[src/rtl/div_unit_pkg.sv]
`timescale 1ns/1ps
// -----------------------------------------------------------------------------
// div_unit_pkg
//   Shared definitions for the iterative HI/LO divider.
//   - state_t       : divider FSM encoding
//   - WIDTH_DEFAULT : default operand width
//   - WIDTH_MAX     : widest operand width supported by DZERO_QUOT
//   - DZERO_QUOT    : quotient written on divide-by-zero (all ones); slice
//                     the low WIDTH bits
// -----------------------------------------------------------------------------
package div_unit_pkg;

    localparam int WIDTH_DEFAULT = 32;
    localparam int WIDTH_MAX     = 64;

    localparam logic [WIDTH_MAX-1:0] DZERO_QUOT = '1;

    typedef enum logic [1:0] {
        IDLE  = 2'd0,
        DIV   = 2'd1,
        DZERO = 2'd2,
        DONE  = 2'd3
    } state_t;

endpackage

[src/rtl/div_unit_step.sv]
`timescale 1ns/1ps
// -----------------------------------------------------------------------------
// div_step
//   One combinational radix-2 restoring division step.
//   Ports:
//     rem      in   WIDTH  partial remainder (always < divisor)
//     q_msb    in   1      next dividend bit shifted into the remainder
//     divisor  in   WIDTH  divisor magnitude
//     rem_next out  WIDTH  updated partial remainder
//     q_bit    out  1      quotient bit produced by this step
// -----------------------------------------------------------------------------
module div_step #(
    parameter int WIDTH = 32
) (
    input  logic [WIDTH-1:0] rem,
    input  logic             q_msb,
    input  logic [WIDTH-1:0] divisor,
    output logic [WIDTH-1:0] rem_next,
    output logic             q_bit
);

    // The shifted remainder is kept one bit wider than the operands: with a
    // divisor above 2^(WIDTH-1) the value 2*rem+bit can exceed WIDTH bits, and
    // dropping that carry would give wrong quotients.
    logic [WIDTH:0]   shifted;
    logic [WIDTH+1:0] diff;
    logic [WIDTH:0]   selected;
    logic             unused_carry;

    assign shifted  = {rem, q_msb};
    assign diff     = {1'b0, shifted} - {2'b00, divisor};
    // Top bit of the difference is the borrow: set means "restore".
    assign q_bit    = ~diff[WIDTH+1];
    assign selected = q_bit ? diff[WIDTH:0] : shifted;
    // After a successful subtract or a restore the result is below the
    // divisor, so its top bit is always zero.
    assign rem_next     = selected[WIDTH-1:0];
    assign unused_carry = selected[WIDTH];

endmodule

[src/rtl/div_unit.sv]
`timescale 1ns/1ps
// -----------------------------------------------------------------------------
// div_unit
//   Iterative radix-2 restoring divider producing HI/LO for DIV/DIVU.
//   Remainder goes to HI, quotient to LO. One quotient bit per cycle; holds
//   the pipeline while a division is in flight; a cancel drops the operation
//   so a flushed DIV never writes HI/LO.
//   Ports:
//     clk          in   1        clock, all state on posedge
//     reset        in   1        synchronous, active-high
//     start        in   1        DIV/DIVU in EX, sampled only in IDLE
//     is_signed    in   1        1 = DIV (two's complement), 0 = DIVU
//     dividend     in   WIDTH    rs operand, latched at start
//     divisor      in   WIDTH    rt operand, latched at start
//     cancel       in   1        flush/exception, aborts the operation
//     stall_req    out  1        combinational pipeline hold
//     busy         out  1        registered, high while state != IDLE
//     hilo_output  out  2*WIDTH  {remainder, quotient}, registered
//     hilo_wen     out  1        one-cycle HI/LO write pulse in DONE
// -----------------------------------------------------------------------------
module div_unit
    import div_unit_pkg::*;
#(
    parameter int WIDTH = WIDTH_DEFAULT
) (
    input  logic               clk,
    input  logic               reset,
    input  logic               start,
    input  logic               is_signed,
    input  logic [WIDTH-1:0]   dividend,
    input  logic [WIDTH-1:0]   divisor,
    input  logic               cancel,
    output logic               stall_req,
    output logic               busy,
    output logic [2*WIDTH-1:0] hilo_output,
    output logic               hilo_wen
);

    localparam int               CNT_W = (WIDTH > 1) ? $clog2(WIDTH) : 1;
    localparam logic [CNT_W-1:0] LAST  = CNT_W'(WIDTH - 1);

    // Two's-complement negate when neg is set. Used both to take magnitudes
    // and to fix up result signs; the most negative value maps to itself.
    function automatic logic [WIDTH-1:0] cond_negate(
        input logic [WIDTH-1:0] value,
        input logic             neg
    );
        logic signed [WIDTH-1:0] sval;
        sval = signed'(value);
        return neg ? unsigned'(-sval) : value;
    endfunction

    state_t           state;
    state_t           state_next;
    logic [CNT_W-1:0] counter;

    // Iteration datapath: quo starts as the dividend magnitude and is shifted
    // left each step, the new quotient bit entering at the LSB.
    logic [WIDTH-1:0] rem;
    logic [WIDTH-1:0] quo;
    logic [WIDTH-1:0] dvsr;
    logic             neg_quo;
    logic             neg_rem;

    logic [WIDTH-1:0] rem_next;
    logic             q_bit;
    logic [WIDTH-1:0] quo_next;

    logic             accept;
    logic             last_iter;

    assign accept    = (state == IDLE) && start && !cancel;
    assign last_iter = (state == DIV) && !cancel && (counter == LAST);
    assign quo_next  = {quo[WIDTH-2:0], q_bit};

    div_step #(
        .WIDTH (WIDTH)
    ) u_step (
        .rem      (rem),
        .q_msb    (quo[WIDTH-1]),
        .divisor  (dvsr),
        .rem_next (rem_next),
        .q_bit    (q_bit)
    );

    // Next state and combinational outputs.
    always_comb begin
        state_next = state;
        stall_req  = 1'b0;
        hilo_wen   = 1'b0;
        case (state)
            IDLE: begin
                if (start && !cancel) begin
                    stall_req  = 1'b1;
                    state_next = (divisor == '0) ? DZERO : DIV;
                end
            end
            DIV: begin
                stall_req = 1'b1;
                if (cancel) begin
                    state_next = IDLE;
                end else if (counter == LAST) begin
                    state_next = DONE;
                end
            end
            DZERO: begin
                stall_req  = 1'b1;
                state_next = cancel ? IDLE : DONE;
            end
            DONE: begin
                // stall_req stays low so the DIV leaves EX as HI/LO is written.
                hilo_wen   = !cancel;
                state_next = IDLE;
            end
            default: begin
                state_next = IDLE;
            end
        endcase
    end

    // Control state and the result register.
    always_ff @(posedge clk) begin
        if (reset) begin
            state       <= IDLE;
            counter     <= '0;
            busy        <= 1'b0;
            hilo_output <= '0;
        end else begin
            state <= state_next;
            busy  <= (state_next != IDLE);

            if (state == DIV) begin
                counter <= counter + CNT_W'(1);
            end else begin
                counter <= '0;
            end

            // The result is captured on the edge into DONE so it is stable
            // for the whole write cycle and held afterwards.
            if (last_iter) begin
                hilo_output <= {cond_negate(rem_next, neg_rem),
                                cond_negate(quo_next, neg_quo)};
            end else if ((state == DZERO) && !cancel) begin
                hilo_output <= {quo, DZERO_QUOT[WIDTH-1:0]};
            end
        end
    end

    // Operand latch and iteration registers; no reset needed, every field is
    // written at start before it is used.
    always_ff @(posedge clk) begin
        if (accept) begin
            rem     <= '0;
            dvsr    <= cond_negate(divisor, is_signed & divisor[WIDTH-1]);
            // On divide-by-zero the raw dividend is kept for HI.
            quo     <= (divisor == '0) ? dividend
                                       : cond_negate(dividend, is_signed & dividend[WIDTH-1]);
            neg_quo <= is_signed & (dividend[WIDTH-1] ^ divisor[WIDTH-1]);
            neg_rem <= is_signed & dividend[WIDTH-1];
        end else if (state == DIV) begin
            rem <= rem_next;
            quo <= quo_next;
        end
    end

endmodule

[config.mk]
export PLATFORM = sky130hd
export DESIGN_NAME = div_unit
export DESIGN_NICKNAME = d
export VERILOG_FILES = /design/src/rtl/div_unit_pkg.sv /design/src/rtl/div_unit_step.sv /design/src/rtl/div_unit.sv
export SDC_FILE = /design/constraint.sdc
export NUM_CORES = 1
export LEC_CHECK = 0
export CAP_MARGIN = 15
export CORE_ASPECT_RATIO = 1.75
export CORE_UTILIZATION = 36
export CTS_CLUSTER_DIAMETER = 200
export DETAILED_ROUTE_END_ITERATION = 10
export PLACE_DENSITY_LB_ADDON = 0.1
export SYNTH_ARGS = -nofsm -noshare
export SYNTH_HDL_FRONTEND = slang
export SYNTH_HIERARCHICAL = 1
export SYNTH_SLANG_ARGS = --single-unit
export TNS_END_PERCENT = 10
[constraint.sdc]
create_clock -name clk -period 4.75 [get_ports clk]
set_input_delay 1.1875 -clock clk [delete_from_list [all_inputs] [get_ports clk]]
set_output_delay 1.1875 -clock clk [all_outputs]
set_load 0.02 [all_outputs]
* Word level (Yosys, flattened, before mapping)
Index checks and enable logic that the tools add are counted.
** Cells by class
- Add/subtract/negate cells :: 6
- Equal/unequal tests :: 4
- Mux-type cells :: 19
- Bitwise gates (word level) :: 6
- Reductions and logical operators :: 14
** Operators by type and width (number)
- 2-to-1 mux 32 bit :: 8
- 2-to-1 mux 64 bit :: 2
- negation 32 bit :: 4
- subtractor 33 x 32 -> 34 bit :: 1
- zero test 32 bit :: 1
- 2-to-1 mux 2 bit :: 5
- one-hot mux 2 bit (4 select lines) :: 1
- logical AND 1 bit :: 6
- nonzero test 2 bit :: 3
- adder 5 x 1 -> 5 bit, second input constant :: 1
- == test 5 bit, second input constant :: 1
- == test 2 bit, second input constant :: 2
- OR reduction 2 bit :: 2
- bitwise AND 1 bit :: 3
- == test 2 x 1 -> 1 bit, second input constant :: 1
- zero test 2 bit :: 1
- 2-to-1 mux 1 bit :: 2
- inverter 1 bit :: 2
- one-hot mux 1 bit (2 select lines) :: 1
- zero test 1 bit :: 1
- XOR 1 bit :: 1
** Storage, ports and cells
- Register bits :: 170
- Input port bits :: 69
- Word-level logic and storage cells :: 58

* Logic depth before layout (Yosys ltp)
- Depth after elaboration :: 5
- Gate-level depth with buffers :: 20

* Hierarchy
Netlist, hierarchy kept.
** By module, submodules not included
- div_unit :: instances 1, cells an instance 991, area each 9029.9 um^2, seq. area each 4063.9 um^2
- div_step :: instances 1, cells an instance 372, area each 2373.5 um^2, seq. area each 0.0 um^2

* Worst setup path before layout
Ideal clock, no wire load.
- Path kind :: flip-flop to flip-flop
- Start point :: register dvsr[1]
- End point :: register hilo_output[63]
- Setup time :: 0.091 ns
- Data arrival time :: 3.834 ns
- Required time :: 4.659 ns
- Slack :: 0.825 ns
- Stages on the path, launching flop included :: 16
- Buffers on the path :: 1
- Path through :: edfxtp_1 inv_1 ha_1 nor2b_1 o2111a_1 o2111ai_2 a311oi_2 nor3_4 buf_4 o21ai_0 nor4_1 nand4_1 o41ai_1 xnor2_1 nor2_1 a311oi_1
** On the way
- Longest elaborated chain between the ends :: 5
** Ends and longest elaborated chain
- start: declaration :: line div_unit.sv:61 : logic [WIDTH-1:0] dvsr;
- start signal: assignment :: line div_unit.sv:154 : dvsr <= cond_negate(divisor, is_signed & divisor[WIDTH-1]);
- subtractor 33 x 32 -> 34 bit :: line div_unit_step.sv:31 : assign diff = {1'b0, shifted} - {2'b00, divisor};
- 2-to-1 mux 32 bit :: line div_unit_step.sv:34 : assign selected = q_bit ? diff[WIDTH:0] : shifted;
- net rem_next[2] :: line div_unit.sv:65 : logic [WIDTH-1:0] rem_next;
- negation 32 bit :: line div_unit.sv:50 : return neg ? unsigned'(-sval) : value;
- 2-to-1 mux 32 bit :: line div_unit.sv:50
- 2-to-1 mux 64 bit :: line div_unit.sv:140 : if (last_iter) begin
- end signal: assignment :: line div_unit.sv:141 : hilo_output <= {cond_negate(rem_next, neg_rem),
- end signal: assignment :: line div_unit.sv:144 : hilo_output <= {quo, DZERO_QUOT[WIDTH-1:0]};
- end: declaration :: line div_unit.sv:35 : output logic [2*WIDTH-1:0] hilo_output,
The timed path passes the listed nets, and every way through them passes these cells.
A chain may end at the register's enable or synchronous reset.

* Worst setup path in the final report
- Start point :: register quo[31]
- End point :: register hilo_output[63]
** On the way
- Longest elaborated chain between the ends :: 5
- Elaborated cells between the ends (all ways) :: 6
** Ends and longest elaborated chain
- start: declaration :: line div_unit.sv:60 : logic [WIDTH-1:0] quo;
- start signal: assignment :: line div_unit.sv:156 : quo <= (divisor == '0) ? dividend
- start signal: assignment :: line div_unit.sv:162 : quo <= quo_next;
- subtractor 33 x 32 -> 34 bit :: line div_unit_step.sv:31
- 2-to-1 mux 32 bit :: line div_unit_step.sv:34
- net rem_next[26] :: line div_unit.sv:65
- negation 32 bit :: line div_unit.sv:50
- 2-to-1 mux 32 bit :: line div_unit.sv:50
- 2-to-1 mux 64 bit :: line div_unit.sv:140
The timed path passes the listed nets, and every way through them passes these cells. The select of a mux whose other input is x is not followed.

==> metrics.cfg <==
[pwr]
leakage_nw=5.31
p_per_area_mw_per_mm2=652
total_power_mw=9.14
peakVddDrop_v=0.000390

[status]
status=complete, no violations

[placement]
place_congestion=0.921
placed_area_mm2=0.0134
dp_hpwl_um=31200
dp_cells=1883
portBuffers=135

[floorplanning]
coreArea_mm2=0.0309
fp.dieH_um=237
initial_core_util_pct=36.8
placementRows=85
ios=136
die_area_mm2=0.0324
die_w_um=137

[clock_network]
cts-root-buf=clkbuf_16
cts_hold_buf=0
post_cts_resized=0
clk_pin_slew_worst_paths_ns=0.07
clkSinkCount=170
htreeDepth=4
cts_tree=done
postCtsSetupRepairBufs=0
clock_latency_ns=0.46
cts_made_buffers=17
clockBufferDepth=2

[setup_path]
worst_ep_required_time_ns=5.12
cpLargestDelayFamily=compound AO/OA/AOI/OAI gates
cp_slowest_cell=o41ai_1
crit_path_start_kind=flip-flop
crit_type=reg2reg
path_buf_inv=4
slowest_delay_ns=0.51
crit_path_end_kind=flip-flop
crit_arrival_ns=4.83
worst-path-max-fanout=5
crit_chain=inv_1 -> ha_1 -> inv_1 -> fa_1 -> a21o_1 -> a31oi_2 -> nor3_2 -> a31oi_2 -> o21a_2 -> o2111ai_1 -> o221a_1 -> nor3_1 -> buf_4 -> nand3b_1 -> o41ai_1 -> buf_4 -> xnor2_1 -> nor2_1 -> a311oi_1

[yosys]
yosys.area.top_type_share_pct=18.3
avgSynthCellArea_um2=8.37
synth_cell_types=77
yosysSeqAreaShare_pct=35.6
synthArstFlopShare_pct=0
synth_largest_area_cell=dfxtp_1
synth_edf_count=66
synth-seq-cells=170
synth_area_mm2=0.0114
synthesis.nets=1477
yosysWarnings=6
synth_cells=1363
ys.flop_type=dfxtp_1
synth_area_leaders=dfxtp_1, edfxtp_1, xnor2_1, nor2_1, nand2_1

[global_routing]
grt_max_degree=70
overflow=0
grt_pass1_wl_um=59900
antenna_found_initial=0
first_global_vias=10500
grt_use_total_pct=25.0

[cells_and_area]
fin_cells=1915
drive_gt1_share_pct=8.86
nNetsFinal=1625
finish.instance_area_mm2=0.0140
final_cell_mix=nor2_1, nand2_1, clkdlybuf4s50_1, dfxtp_1, o21ai_0
final_common_cell=nor2_1
diodes=0
syn_to_final_growth_pct=22.9

[drt]
drt_pass1_iterations=7
route.detailed.drc=0
num_vias=10600
detail_route.wl_per_cell_um=20.5
vias_per_cell=5.52
drt_iter0_markers=543
ant_nets=0
wl_um=39200

[sta]
setup_viol=0
setup_tns_ns=0
tightest_slew_ns=1.10
fmaxAchievable_ghz=0.224
maxSlewViolCount=0
min_period_over_period_pct=93.9
fin_crit_ns=4.46
holdWs_ns=0.448
slew_headroom_pct=26.5
fin_skew_ns=0.0113
hold_viol_final=0
rsz0062_at_grt=false

[job]
maxCapViolations=0

[min_path]
min_path_type=reg2reg

## registers in the layout, summed over array words and instances (netlist names)
signal       cells
quo             32
counter          5
state            2
neg_quo          1
hilo_output     64
busy             1
dvsr            32
rem             32
neg_rem          1
## metrics by stage
stage          util [%]  setup WS (ns)
2_1_floorplan         -          0.825
3_3_place_gp       43.4          0.162
3_5_place_dp       43.4          0.188
4_1_cts            45.2          0.160
5_1_grt            45.3         0.0301
6_report           45.3          0.290
## routing by layer
metal	routed length (µm)	global-route usage (%)	vias to the layer above	share of wire, %
met5	0	0	-	0
met4	1970	13.2	0	5.0
met3	995	3.13	80	2.5
met2	22400	49.7	255	57
met1	13900	24.0	5021	35
li1	-	-	5220	-
## cell families (layout without fill, tap and decap cells)
kind of cell	count (synthesis)	count (layout)	synth area share (%)
adders and majority gates	45	45	5.00
xor gates and xnor gates	141	141	10.8
AOI/OAI and AO/OA	337	337	19.8
muxes	40	40	3.59
DFF	170	170	35.6
and+or+nand+nor	493	493	20.2
buffers and inverters	137	298	4.94
## where the power goes
| part | switching (mW) | internal (mW) | total [mW] |
|---|---|---|---|
| Sequential | 0.467 | 1.95 | 2.42 |
| Clock | 0.646 | 0.771 | 1.42 |
| Combinational | 3.08 | 2.22 | 5.31 |
| Total | 4.20 | 4.94 | 9.14 |
## cell usage after synthesis (all sizes together) (17+ instances only)
library cell,number
nand3,17
edfxtp,66
ha,44
nand2,149
inv,65
dfxtp,104
o41ai,19
a21oi,51
buf,23
o21ai,101
nor4,25
o31ai,24
nor2,155
xnor2,81
nor3,65
mux2i,36
a211oi,50
xor2,60
clkbuf,49
## final timing paths
path	slack (ns)	from	to	cells past startpoint
max	0.29	quo[31]	hilo_output[63]	19
min	0.45	counter[0]	counter[0]	1
max reg2reg	0.29	quo[31]	hilo_output[63]	19
min reg2reg	0.45	counter[0]	counter[0]	1
## worst reg2reg max path, delay by kind of cell (launching register included)
family | cells | cell delay, ns
AOI/OAI and AO/OA | 8 | 2.23
xor gates and xnor gates | 1 | 0.10
DFF | 1 | 0.42
buffers and inverters | 4 | 0.51
adders and majority gates | 2 | 0.55
and+or+nand+nor | 4 | 0.54
## cell type report
cell class / count / area, µm²
inverter: 65 / 244
sequential: 170 / 4060
multi-input combinational: 1056 / 6800
fill: 3116 / 16900
tap: 391 / 489
clock inverter: 12 / 106
clock buffer: 20 / 468
timing repair buffer: 201 / 1840
Power figures use the tool's default switching activity.
